## src/rtl/ballot_entry_unit.sv

```systemverilog
// Voter-side front end: debounces candidate buttons into one 4-bit code offered on a valid/ack handshake.
// Optional auto-cancel of an idle authorization is built when BALLOT_TIMEOUT_EN is defined.
module ballot_entry_unit #(
  parameter int unsigned NUM_CAND       = 15,
  parameter int unsigned DEB_CYCLES     = 4,
  parameter int unsigned TIMEOUT_CYCLES = 1000
) (
  input  logic                clk,
  input  logic                rst,
  input  logic                ballot_en,
  input  logic [NUM_CAND-1:0] btn,
  output logic [3:0]          vote_code,
  output logic                vote_valid,
  input  logic                vote_ack,
  output logic                ready_led,
  output logic                busy_led,
  output logic                invalid_press,
  output logic                timeout
);

  localparam int unsigned CW = $clog2(DEB_CYCLES) + 1;
  localparam logic [CW-1:0] CNT_LAST = (DEB_CYCLES >= 2) ? CW'(DEB_CYCLES - 2) : '0;

  typedef enum logic [2:0] {
    S_IDLE,
    S_ARMED,
    S_DEBOUNCE,
    S_PRESENT,
    S_RELEASE
  } state_e;

  state_e              state_q, state_d;
  logic [NUM_CAND-1:0] btn_q;
  logic                en_q, en_prev_q;
  logic [NUM_CAND-1:0] cap_q, cap_d;
  logic [CW-1:0]       cnt_q, cnt_d;
  logic [3:0]          code_q, code_d;
  logic                multi_q, multi_d;
  logic                inv_q, inv_d;
  logic                tmo_hit;

  function automatic logic [3:0] code_of(input logic [NUM_CAND-1:0] v);
    logic [3:0] c;
    c = '0;
    for (int unsigned k = 0; k < NUM_CAND; k++) begin
      if (v[k]) c = 4'(k + 1);
    end
    return c;
  endfunction

  // en_prev_q is forced high in reset so a level already high at reset release is not an edge.
  always_ff @(posedge clk) begin
    en_q <= ballot_en;
    if (rst) begin
      state_q   <= S_IDLE;
      btn_q     <= '0;
      en_prev_q <= 1'b1;
      cap_q     <= '0;
      cnt_q     <= '0;
      code_q    <= '0;
      multi_q   <= 1'b0;
      inv_q     <= 1'b0;
    end else begin
      state_q   <= state_d;
      btn_q     <= btn;
      en_prev_q <= en_q;
      cap_q     <= cap_d;
      cnt_q     <= cnt_d;
      code_q    <= code_d;
      multi_q   <= multi_d;
      inv_q     <= inv_d;
    end
  end

  always_comb begin
    state_d = state_q;
    cap_d   = cap_q;
    cnt_d   = cnt_q;
    code_d  = code_q;
    inv_d   = 1'b0;
    multi_d = (btn_q == '0) ? 1'b0 : multi_q;
    unique case (state_q)
      S_IDLE: begin
        if (en_q && !en_prev_q) state_d = S_ARMED;
      end
      S_ARMED: begin
        if (!en_q) begin
          state_d = S_IDLE;
        end else if (tmo_hit) begin
          state_d = S_RELEASE;
        end else if ($onehot(btn_q)) begin
          cap_d = btn_q;
          cnt_d = '0;
          if (DEB_CYCLES == 1) begin
            state_d = S_PRESENT;
            code_d  = code_of(btn_q);
          end else begin
            state_d = S_DEBOUNCE;
          end
        end else if (btn_q != '0) begin
          inv_d   = !multi_q;
          multi_d = 1'b1;
        end
      end
      S_DEBOUNCE: begin
        if (!en_q) begin
          state_d = S_IDLE;
          cnt_d   = '0;
        end else if (tmo_hit) begin
          state_d = S_RELEASE;
          cnt_d   = '0;
        end else if (btn_q == cap_q) begin
          cnt_d = cnt_q + 1'b1;
          if (cnt_q >= CNT_LAST) begin
            state_d = S_PRESENT;
            code_d  = code_of(cap_q);
          end
        end else begin
          state_d = S_ARMED;
          cnt_d   = '0;
        end
      end
      S_PRESENT: begin
        if (vote_ack) begin
          state_d = S_RELEASE;
          code_d  = '0;
        end
      end
      S_RELEASE: begin
        if (btn_q == '0 && !en_q) state_d = S_IDLE;
      end
      default: state_d = S_IDLE;
    endcase
  end

  always_comb begin
    vote_valid    = (state_q == S_PRESENT);
    vote_code     = (state_q == S_PRESENT) ? code_q : '0;
    ready_led     = (state_q == S_ARMED) || (state_q == S_DEBOUNCE);
    busy_led      = (state_q == S_PRESENT) || (state_q == S_RELEASE);
    invalid_press = inv_q;
  end

`ifdef BALLOT_TIMEOUT_EN
  localparam int unsigned TW = $clog2(TIMEOUT_CYCLES + 1);
  localparam logic [TW-1:0] TMO_LAST = TW'(TIMEOUT_CYCLES - 1);

  logic [TW-1:0] tcnt_q;
  logic          tmo_q;

  // Counter runs across ARMED<->DEBOUNCE and is cleared everywhere else, so each arming restarts it.
  always_ff @(posedge clk) begin
    if (rst) begin
      tcnt_q <= '0;
      tmo_q  <= 1'b0;
    end else begin
      tmo_q <= tmo_hit && en_q;
      if ((state_q == S_ARMED || state_q == S_DEBOUNCE) && !tmo_hit) tcnt_q <= tcnt_q + 1'b1;
      else                                                          tcnt_q <= '0;
    end
  end

  assign tmo_hit = (state_q == S_ARMED || state_q == S_DEBOUNCE) && (tcnt_q == TMO_LAST);
  assign timeout = tmo_q;
`else
  assign tmo_hit = 1'b0;
  assign timeout = 1'b0;
`endif

endmodule

```

## config.mk

```make
export PLATFORM = sky130hd
export DESIGN_NAME = ballot_entry_unit
export DESIGN_NICKNAME = d
export VERILOG_FILES = /design/src/rtl/ballot_entry_unit.sv
export SDC_FILE = /design/constraint.sdc
export NUM_CORES = 1
export LEC_CHECK = 0
export BUFFER_PORTS_ARGS = -buffer_cell sky130_fd_sc_hd__buf_2
export CORE_ASPECT_RATIO = 0.8
export CORE_MARGIN = 4
export CORE_UTILIZATION = 45
export DETAILED_ROUTE_END_ITERATION = 16
export GPL_ROUTABILITY_DRIVEN = 0
export PLACE_DENSITY = 0.68
export SETUP_SLACK_MARGIN = 0.3
export SLEW_MARGIN = 20
export SYNTH_ARGS = -nofsm -noshare
export SYNTH_HDL_FRONTEND = slang
export SYNTH_SLANG_ARGS = --single-unit
```

## constraint.sdc

```tcl
create_clock -name clk -period 11.23 [get_ports clk]
set_clock_uncertainty 0.15 [all_clocks]
set_input_delay 1.123 -clock clk [delete_from_list [all_inputs] [get_ports clk]]
set_output_delay 1.123 -clock clk [all_outputs]
set_load 0.01 [all_outputs]
```

### Word level (Yosys, flattened, before mapping)

Index checks and enable logic that the tools add are counted.

| word-level totals | value |
|---|---|
| register bits after elaboration | 44 |
| output and inout port bits | 9 |
| logic and storage cells | 101 |

| operators by class | value |
|---|---|
| $add $sub $neg | 15 |
| order comparisons | 1 |
| equality and inequality tests | 16 |
| multiplexer cells | 40 |
| bitwise gates (word level) | 3 |
| reductions and logical operators | 17 |

Operator list:

| operator | count |
|---|---|
| $mux 4 | 19 |
| $mux 3 | 12 |
| $eq 15x15->1 | 1 |
| $logic_not 15->1 | 1 |
| $pmux 3 s5 | 1 |
| $reduce_bool 15->1 | 1 |
| $add 1x1->2 | 7 |
| $ne 2x2->1 const B | 7 |
| $reduce_and 5->1 | 2 |
| $add 2x2->3 | 3 |
| $add 3x3->4 | 2 |
| $pmux 4 s2 | 1 |
| $eq 3x2->1 const B | 2 |
| $mux 1 | 6 |
| $pmux 3 s2 | 1 |
| $reduce_and 3->1 | 2 |
| $reduce_or 5->1 | 1 |
| $add 4x4->4 | 1 |
| $eq 4x1->1 const B | 1 |
| $ne 4x4->1 const B | 1 |
| $reduce_bool 2->1 | 2 |
| $add 2x1->3 | 1 |
| $add 3x1->3 const B | 1 |
| $eq 3x1->1 const B | 1 |
| 9 further kinds | 15 |

### Logic depth before layout (Yosys ltp)

Gate-level depths: netlist (run 1).

| depth | value |
|---|---|
| word-level depth | 19 |
| depth in mapped cells | 16 |
| gate-level depth less buffers | 14 |

### Worst setup path after synthesis (run 1)

Ideal clock, no wire load.

| timing path | value |
|---|---|
| path kind | register -> register |
| start | register btn_q[0] |
| end | register cap_q[10] |
| arrival time | 4,276 ps |
| required time | 10,952 ps |
| path slack | 6,677 ps |
| stages on the path, launching flop included | 17 |
| path buffers | 2 |
| cells stage by stage | dfxtp_1 > inv_1 > fa_1 > inv_1 > fa_1 > fa_1 > inv_1 > fa_1 > fa_1 > fa_1 > nor2_1 > a31oi_1 > or3b_1 > buf_2 > buf_6 > mux2i_1 > nor2_1 |

| on the way | value |
|---|---|
| word-level cells in the longest chain between the ends | 6 |

RTL lines:

| element | RTL line | text |
|---|---|---|
| start, declared | 33 | `logic [NUM_CAND-1:0] btn_q;` |
| start signal, assigned | 65 | `btn_q <= btn;` |
| $add 1x1->2 (implied by the code) | 91 | `end else if ($onehot(btn_q)) begin` |
| $add 2x2->3 (implied by the code) | 91 |  |
| $add 3x3->4 (implied by the code) | 91 |  |
| $add 4x4->4 (implied by the code) | 91 |  |
| $eq 4x1->1 | 91 |  |
| $reduce_and 3->1 (no line) | n/a |  |
| end signal, assigned | 67 | `cap_q <= cap_d;` |
| end, declared | 35 | `logic [NUM_CAND-1:0] cap_q, cap_d;` |

No other way between the ends.
A chain may end at the register's enable or synchronous reset.

### Final worst setup path (run 1)

| timing path | value |
|---|---|
| start | register btn_q[0] |
| end | register cap_q[7] |

Same word-level chain as after synthesis.

==> impl_metrics.tcl, run 1 <==
set metrics [dict create \
    grt_start_max_net_pins 49 \
    drc 0 \
    io_pins 28 \
    dieArea_sq_mm 0.00645 \
    post_cts_resized 0 \
    cp-start-kind "register" \
    power_leakage_nw 1.12 \
    chipWidth_um 88.8 \
    dpl-instance-area_sq_mm 0.00250 \
    ys_seq_area_share_pct 37.5 \
    finalCritPeriodShare_pct 44.9 \
    syn_nets 290 \
    ys_ff_latch 44 \
    core_area_sq_mm 0.00504 \
    gr-usage-met1_pct 22.3 \
    synth_top_cell_by_area "dfxtp_1" \
    rr_worst_depth 14 \
    syn_area_sq_mm 0.00235 \
    hold_path_class "reg -> reg" \
    area_growth_pct 10.4 \
    vias_per_cell 5.22 \
    initial_core_util_pct 46.7 \
    synth_compound_area_share_pct 10.2 \
    grt-busiest-layer "met1" \
    hpwl_um 3380 \
    syn_area_per_cell_sq_um 9.18 \
    synth_top_family_by_area "simple AND/OR/NAND/NOR gates" \
    die_y_um 72.7 \
    finalNonFillerCells 340 \
    finalSetupViolations 0 \
    place_ws_ns 6.19 \
    vdd.ir_drop.worst_mv 0.0904 \
    worstMarginPinSlew_ns 0.884 \
    whs_endpoint "multi_q" \
    period_minus_slack_ns 5.04 \
    ys_top_cells_by_area "dfxtp_1, fa_1, mux2i_1, nor2b_1, xnor2_1" \
    r2r-end "cap_q[7]" \
    wirelength_um 4620 \
    slew_headroom_pct 40.5 \
    ff2ff_setup_slack_ns 6.19 \
    dr.pass1.iters 4 \
    slew_violations 0 \
    synthAdderAreaFrac_pct 11.2 \
    grt_setup_unrepaired "false" \
    hold_violations 0 \
    critical_path_class "reg -> reg" \
    hold_path_depth 2 \
    final_area_sq_mm 0.00259 \
    grt_antenna_before_repair 0 \
    met2_usage_pct 20.8 \
    final_util_pct 51.5 \
    drive_gt1_share_pct 14.0 \
    setup_tns_ns 0 \
    drv_cap 0 \
    port_buffers 26 \
    netlist.area_leader.share_pct 37.5 \
    grt_pass1_vias 1602 \
    drtAntennaViolNets 0 \
    grt.overflow.total 0 \
    max-clock-path-buffers 2 \
    yosysWarningCount 0 \
    yosys.area_share.simple_pct 21.4 \
    async_flop_share_pct 0 \
    placementRows 23 \
    synthDistinctLibCells 48 \
    crit_fanout 18 \
    cp.required_ns 11.25 \
    synthFlopType "dfxtp_1" \
    synth_enable_flop_cells 0 \
    cts_made_buffers 5 \
    hold_start "multi_q" \
    arrival_ns 5.06 \
    cts_tree "done" \
    cts.sinks 44 \
    endpoint_kind "register" \
    r2r-start "btn_q[0]" \
    cts_hold_buf 0 \
    synth_most_common_cell "dfxtp_1" \
    vias 1774 \
    fmax_mhz 198 \
    dp.cells 332 \
    synth_mux_area_share_pct 6.87 \
    syn_inst 256 \
    clock_latency_ns 0.30 \
    clkTransAtPathRegs_ns 0.08 \
    post_cts_buffers 0 \
    grt_first_pass_wirelength_um 7530 \
    p_per_area_mw_per_mm2 146 \
    diodes 0 \
    run_status "completed" \
    drtIter0Drc 89 \
    fin_ws_ns 6.19 \
    grt_use_met3_pct 4.74 \
    cts_root_buf "clkbuf_8" \
    h-tree-depth 2 \
    synthXorXnorAreaFrac_pct 6.28 \
    synth_top_cells_by_count "dfxtp_1, nor2_1, inv_1" \
    routedWlPerCell_um 13.6 \
    grt_usage_pct 15.3 \
    fin_nets 311 \
]
-- power by group --
part | total [mW] | internal, mW | switching [mW]
registers | 0.177 | 0.164 | 0.0124
clock network | 0.107 | 0.0498 | 0.0577
logic | 0.0957 | 0.0451 | 0.0506
-- cell usage in the layout, fill, tap and decap left out, types with 5 or more instances in the layout --
cell type and n:
fa_1 10, ha_1 5, mux2i_1 15, nand2_1 5
a21oi_1 10, nand4_1 6, inv_1 24, clkbuf_8 6
nor2_1 28, dfxtp_1 44, nor4_1 5, nand3_1 6
o21ai_0 8, buf_2 26, and2_1 5, nor2b_1 21
xnor2_1 15
-- worst max-delay path: stages, from the launching register on --
cell	delay, ns
dfxtp_1	0.38
inv_1	0.10
fa_1	0.55
inv_1	0.06
fa_1	0.47
fa_1	0.51
inv_1	0.05
fa_1	0.44
fa_1	0.41
fa_1	0.39
nor2b_1	0.14
a31oi_1	0.17
or3b_1	0.74
mux2i_1	0.28
nor2_1	0.06
-- through the flow --
step | hold slack (ns) | power (mW)
final | 0.316 | 0.380
after global routing | 0.335 | 0.408
after floorplan | 0.291 | 0.256
after global placement | 0.300 | 0.275
after detailed placement | 0.304 | 0.277
after CTS | 0.318 | 0.385
-- state kept, by name, indices dropped and copies added (netlist names) --
signal,flops
en_prev_q,1
multi_q,1
state_q,3
code_q,4
cnt_q,3
invalid_press,1
btn_q,15
cap_q,15
en_q,1
-- cell families after synthesis --
| group | Yosys count |
|---|---|
| buffers and inverters | 36 |
| and+or+nand+nor | 92 |
| other | 1 |
| AOI/OAI and AO/OA | 36 |
| xor gates and xnor gates | 16 |
| DFF | 44 |
| adders and majority gates | 15 |
| muxes | 16 |
-- per-layer routing --
metal | part of all wire, % | vias up | routed length (um)
met3 | 5.4 | 10 | 251
met2 | 43 | 43 | 1980
met4 | 1.8 | 0 | 82
met5 | 0 | - | 0
met1 | 50 | 820 | 2300
li1 | - | 901 | -
-- final cells by class --
class | instances | area [sq um]
Inverter | 24 | 90.1
Multi-Input combinational cell | 176 | 1320
Clock inverter | 2 | 15.0
Clock buffer | 6 | 82.6
Fill cell | 464 | 2440
Sequential cell | 44 | 881
Timing Repair Buffer | 26 | 130
Tap cell | 62 | 77.6
-- how the worst max path moves through the flow --
stage | startpoint | to | cells after the start
after floorplan | btn_q[0] | cap_q[10] | 16
after global placement | btn_q[0] | cap_q[3] | 14
after detailed placement | btn_q[0] | cap_q[3] | 14
after CTS | btn_q[0] | cap_q[7] | 14
after global routing | btn_q[0] | cap_q[14] | 14
final | btn_q[0] | cap_q[7] | 14
No activity file was read; power rests on OpenSTA's default activity.
==> inputs of run 2 (changes only) <==
--- a/config.mk
+++ b/config.mk
@@ -11,7 +11,7 @@
 export CORE_UTILIZATION = 45
 export DETAILED_ROUTE_END_ITERATION = 16
 export GPL_ROUTABILITY_DRIVEN = 0
-export PLACE_DENSITY = 0.68
+export PLACE_DENSITY = 0.71
 export SETUP_SLACK_MARGIN = 0.3
 export SLEW_MARGIN = 20
 export SYNTH_ARGS = -nofsm -noshare
==> constraint.sdc (replaced) <==
create_clock -name clk -period 4.6 [get_ports clk]
set_clock_uncertainty 0.15 [all_clocks]
set_input_delay 0.46 -clock clk [delete_from_list [all_inputs] [get_ports clk]]
set_output_delay 0.46 -clock clk [all_outputs]
set_load 0.01 [all_outputs]
==> run 2 against run 1 <==
Effect of this change: clock power is 140% higher; worst hold slack lost 0.20 ns; sequential share of layout area shrank 1.6 points; critical path depth unchanged; flip-flop and latch count unchanged; final area rose by 5.8%; total power increased to 2.5 times the previous value; via count increased by 3.1%; combinational power increased to 2.9 times the previous value; die area unchanged; largest cell class unchanged.
==> impl_metrics.tcl, run 2 (synthesis results as in run 1) <==
set metrics [dict create \
    drive_gt1_share_pct 20.8 \
    port_buffers 26 \
    ff2ff_setup_slack_ns 0.07 \
    max-clock-path-buffers 2 \
    final_common_cell "dfxtp_1" \
    die_y_um 72.7 \
    final_util_pct 54.5 \
    cts_made_buffers 5 \
    drv_cap 0 \
    arrival_ns 4.53 \
    cp.required_ns 4.60 \
    drtIter0Drc 114 \
    period_minus_slack_ns 4.53 \
    fin_nets 322 \
    p_per_area_mw_per_mm2 352 \
    cp-start-kind "register" \
    clock_latency_ns 0.29 \
    finalSetupViolations 0 \
    grt_first_pass_wirelength_um 8170 \
    h-tree-depth 2 \
    worstMarginPinSlew_ns 0.895 \
    finalCritPeriodShare_pct 98.5 \
    sequentialPowerShare_pct 44.4 \
    grt_pass1_vias 1743 \
    whs_endpoint "en_q" \
    clkTransAtPathRegs_ns 0.09 \
    power_mw 0.966 \
    vias 1829 \
    r2r-start "btn_q[0]" \
    p_switching_mw 0.303 \
    finalNonFillerCells 351 \
    dr.pass1.iters 4 \
    cts.sinks 44 \
    core_area_sq_mm 0.00504 \
    hold_path_class "in -> reg" \
    dp.cells 337 \
    drtAntennaViolNets 0 \
    area_growth_pct 16.8 \
    reg_top3 "btn_q (15), cap_q (15), code_q (4)" \
    placementRows 23 \
    diodes 0 \
    combPwrFrac_pct 29.2 \
    internal_power_mw 0.662 \
    critical_path_class "reg -> reg" \
    grt_setup_unrepaired "true" \
    dieArea_sq_mm 0.00645 \
    endpoint_kind "register" \
    vdd.ir_drop.worst_mv 0.225 \
    crit_fanout 5 \
    chipWidth_um 88.8 \
    io_pins 28 \
    slew_headroom_pct 39.8 \
    n_fill_cell 455 \
    fmax_mhz 221 \
    hold_path_depth 1 \
    cts_tree "done" \
    hold_start "ballot_en" \
    rr_worst_depth 14 \
    grt_antenna_before_repair 0 \
    hold_violations 0 \
    run_status "completed" \
    grt.overflow.total 0 \
    routedWlPerCell_um 14.0 \
    wirelength_um 4930 \
    clkPwrFrac_pct 26.4 \
    cts_root_buf "clkbuf_8" \
    vias_per_cell 5.21 \
    hold_ws_ns 0.113 \
    power_leakage_nw 1.19 \
    r2r-end "cap_q[5]" \
    grt_start_max_net_pins 49 \
    p_sw_share_pct 31.4 \
    setup_tns_ns 0 \
    grt_usage_pct 16.3 \
    layout_common_cells "dfxtp_1, nor2_1, buf_2, inv_1, nor2b_1" \
    drc 0 \
    initial_core_util_pct 46.7 \
    hpwl_um 3480 \
    cts_hold_buf 0 \
    slew_violations 0 \
]
==> run 2: cell types whose count changed in the layout (fill, tap and decap cells not counted), sizes merged <==
cell / previous run / this run
buf: 26 / 35
clkbuf: 6 / 8
==> run 2: per-stage QoR <==
stage | cell area (sq um) | setup slack [ns]
CTS | 2670 | 0.0793
floorplan | 2370 | 0.156
global placement | 2560 | 0.147
finish | 2750 | 0.0685
global route | 2750 | -0.0673
detailed placement | 2560 | 0.0485
==> run 2: layout make-up <==
cell class	instances	area, sq um	share of cell area (%)
clock inverter	2	15.0	0.547
timing repair buffer	37	260	9.48
sequential	44	887	32.3
tap	62	77.6	2.83
inverter	24	90.1	3.28
clock buffer	6	82.6	3.01
multi-input combinational	176	1330	48.5
==> run 2: worst max-delay path, cell delays in order, from the launching register on <==
cell and delay (ns):
dfxtp_2 0.35, inv_2 0.05, fa_1 0.54, inv_1 0.05, fa_1 0.45, fa_1 0.50, inv_1 0.05, fa_1 0.47
fa_2 0.37, fa_2 0.54, nand2_2 0.05, or3b_4 0.44, buf_12 0.16, mux2i_2 0.17, nor2_1 0.06
==> run 2: power groups by stage <==
stage	logic, mW	clock network [mW]	registers [mW]
6_report	0.282	0.255	0.429
5_1_grt	0.327	0.278	0.433
4_1_cts	0.256	0.261	0.429
3_5_place_dp	0.251	0	0.439
3_3_place_gp	0.244	0	0.438
2_1_floorplan	0.208	0	0.424
==> run 2: timing repair <==
| item | 4_1_cts | 5_1_grt |
|---|---|---|
| setup endpoints to repair | 21 | 22 |
| buffers inserted | 1 | 3 |
| gates cloned | 0 | 2 |
| pin swaps | 2 | 0 |
| resized for setup | 2 | 3 |
==> run 2: per-layer routing <==
layer / share of wire [%] / up-vias / GRT usage, %
met4: 0.69 / 0 / 3.36
met5: 0 / - / 0
met3: 5.4 / 4 / 3.16
met2: 47 / 44 / 25.2
met1: 47 / 865 / 23.6
li1: - / 916 / -
==> run 2: worst max path at each step <==
stage,from,to,slack (ns),cells after the start
after floorplan,btn_q[0],cap_q[10],0.16,15
after global placement,btn_q[0],cap_q[8],0.15,14
after detailed placement,btn_q[0],cap_q[7],0.05,14
after CTS,btn_q[1],cap_q[5],0.08,14
after global routing,btn_q[0],cap_q[5],-0.07,14
final,btn_q[0],cap_q[5],0.07,14
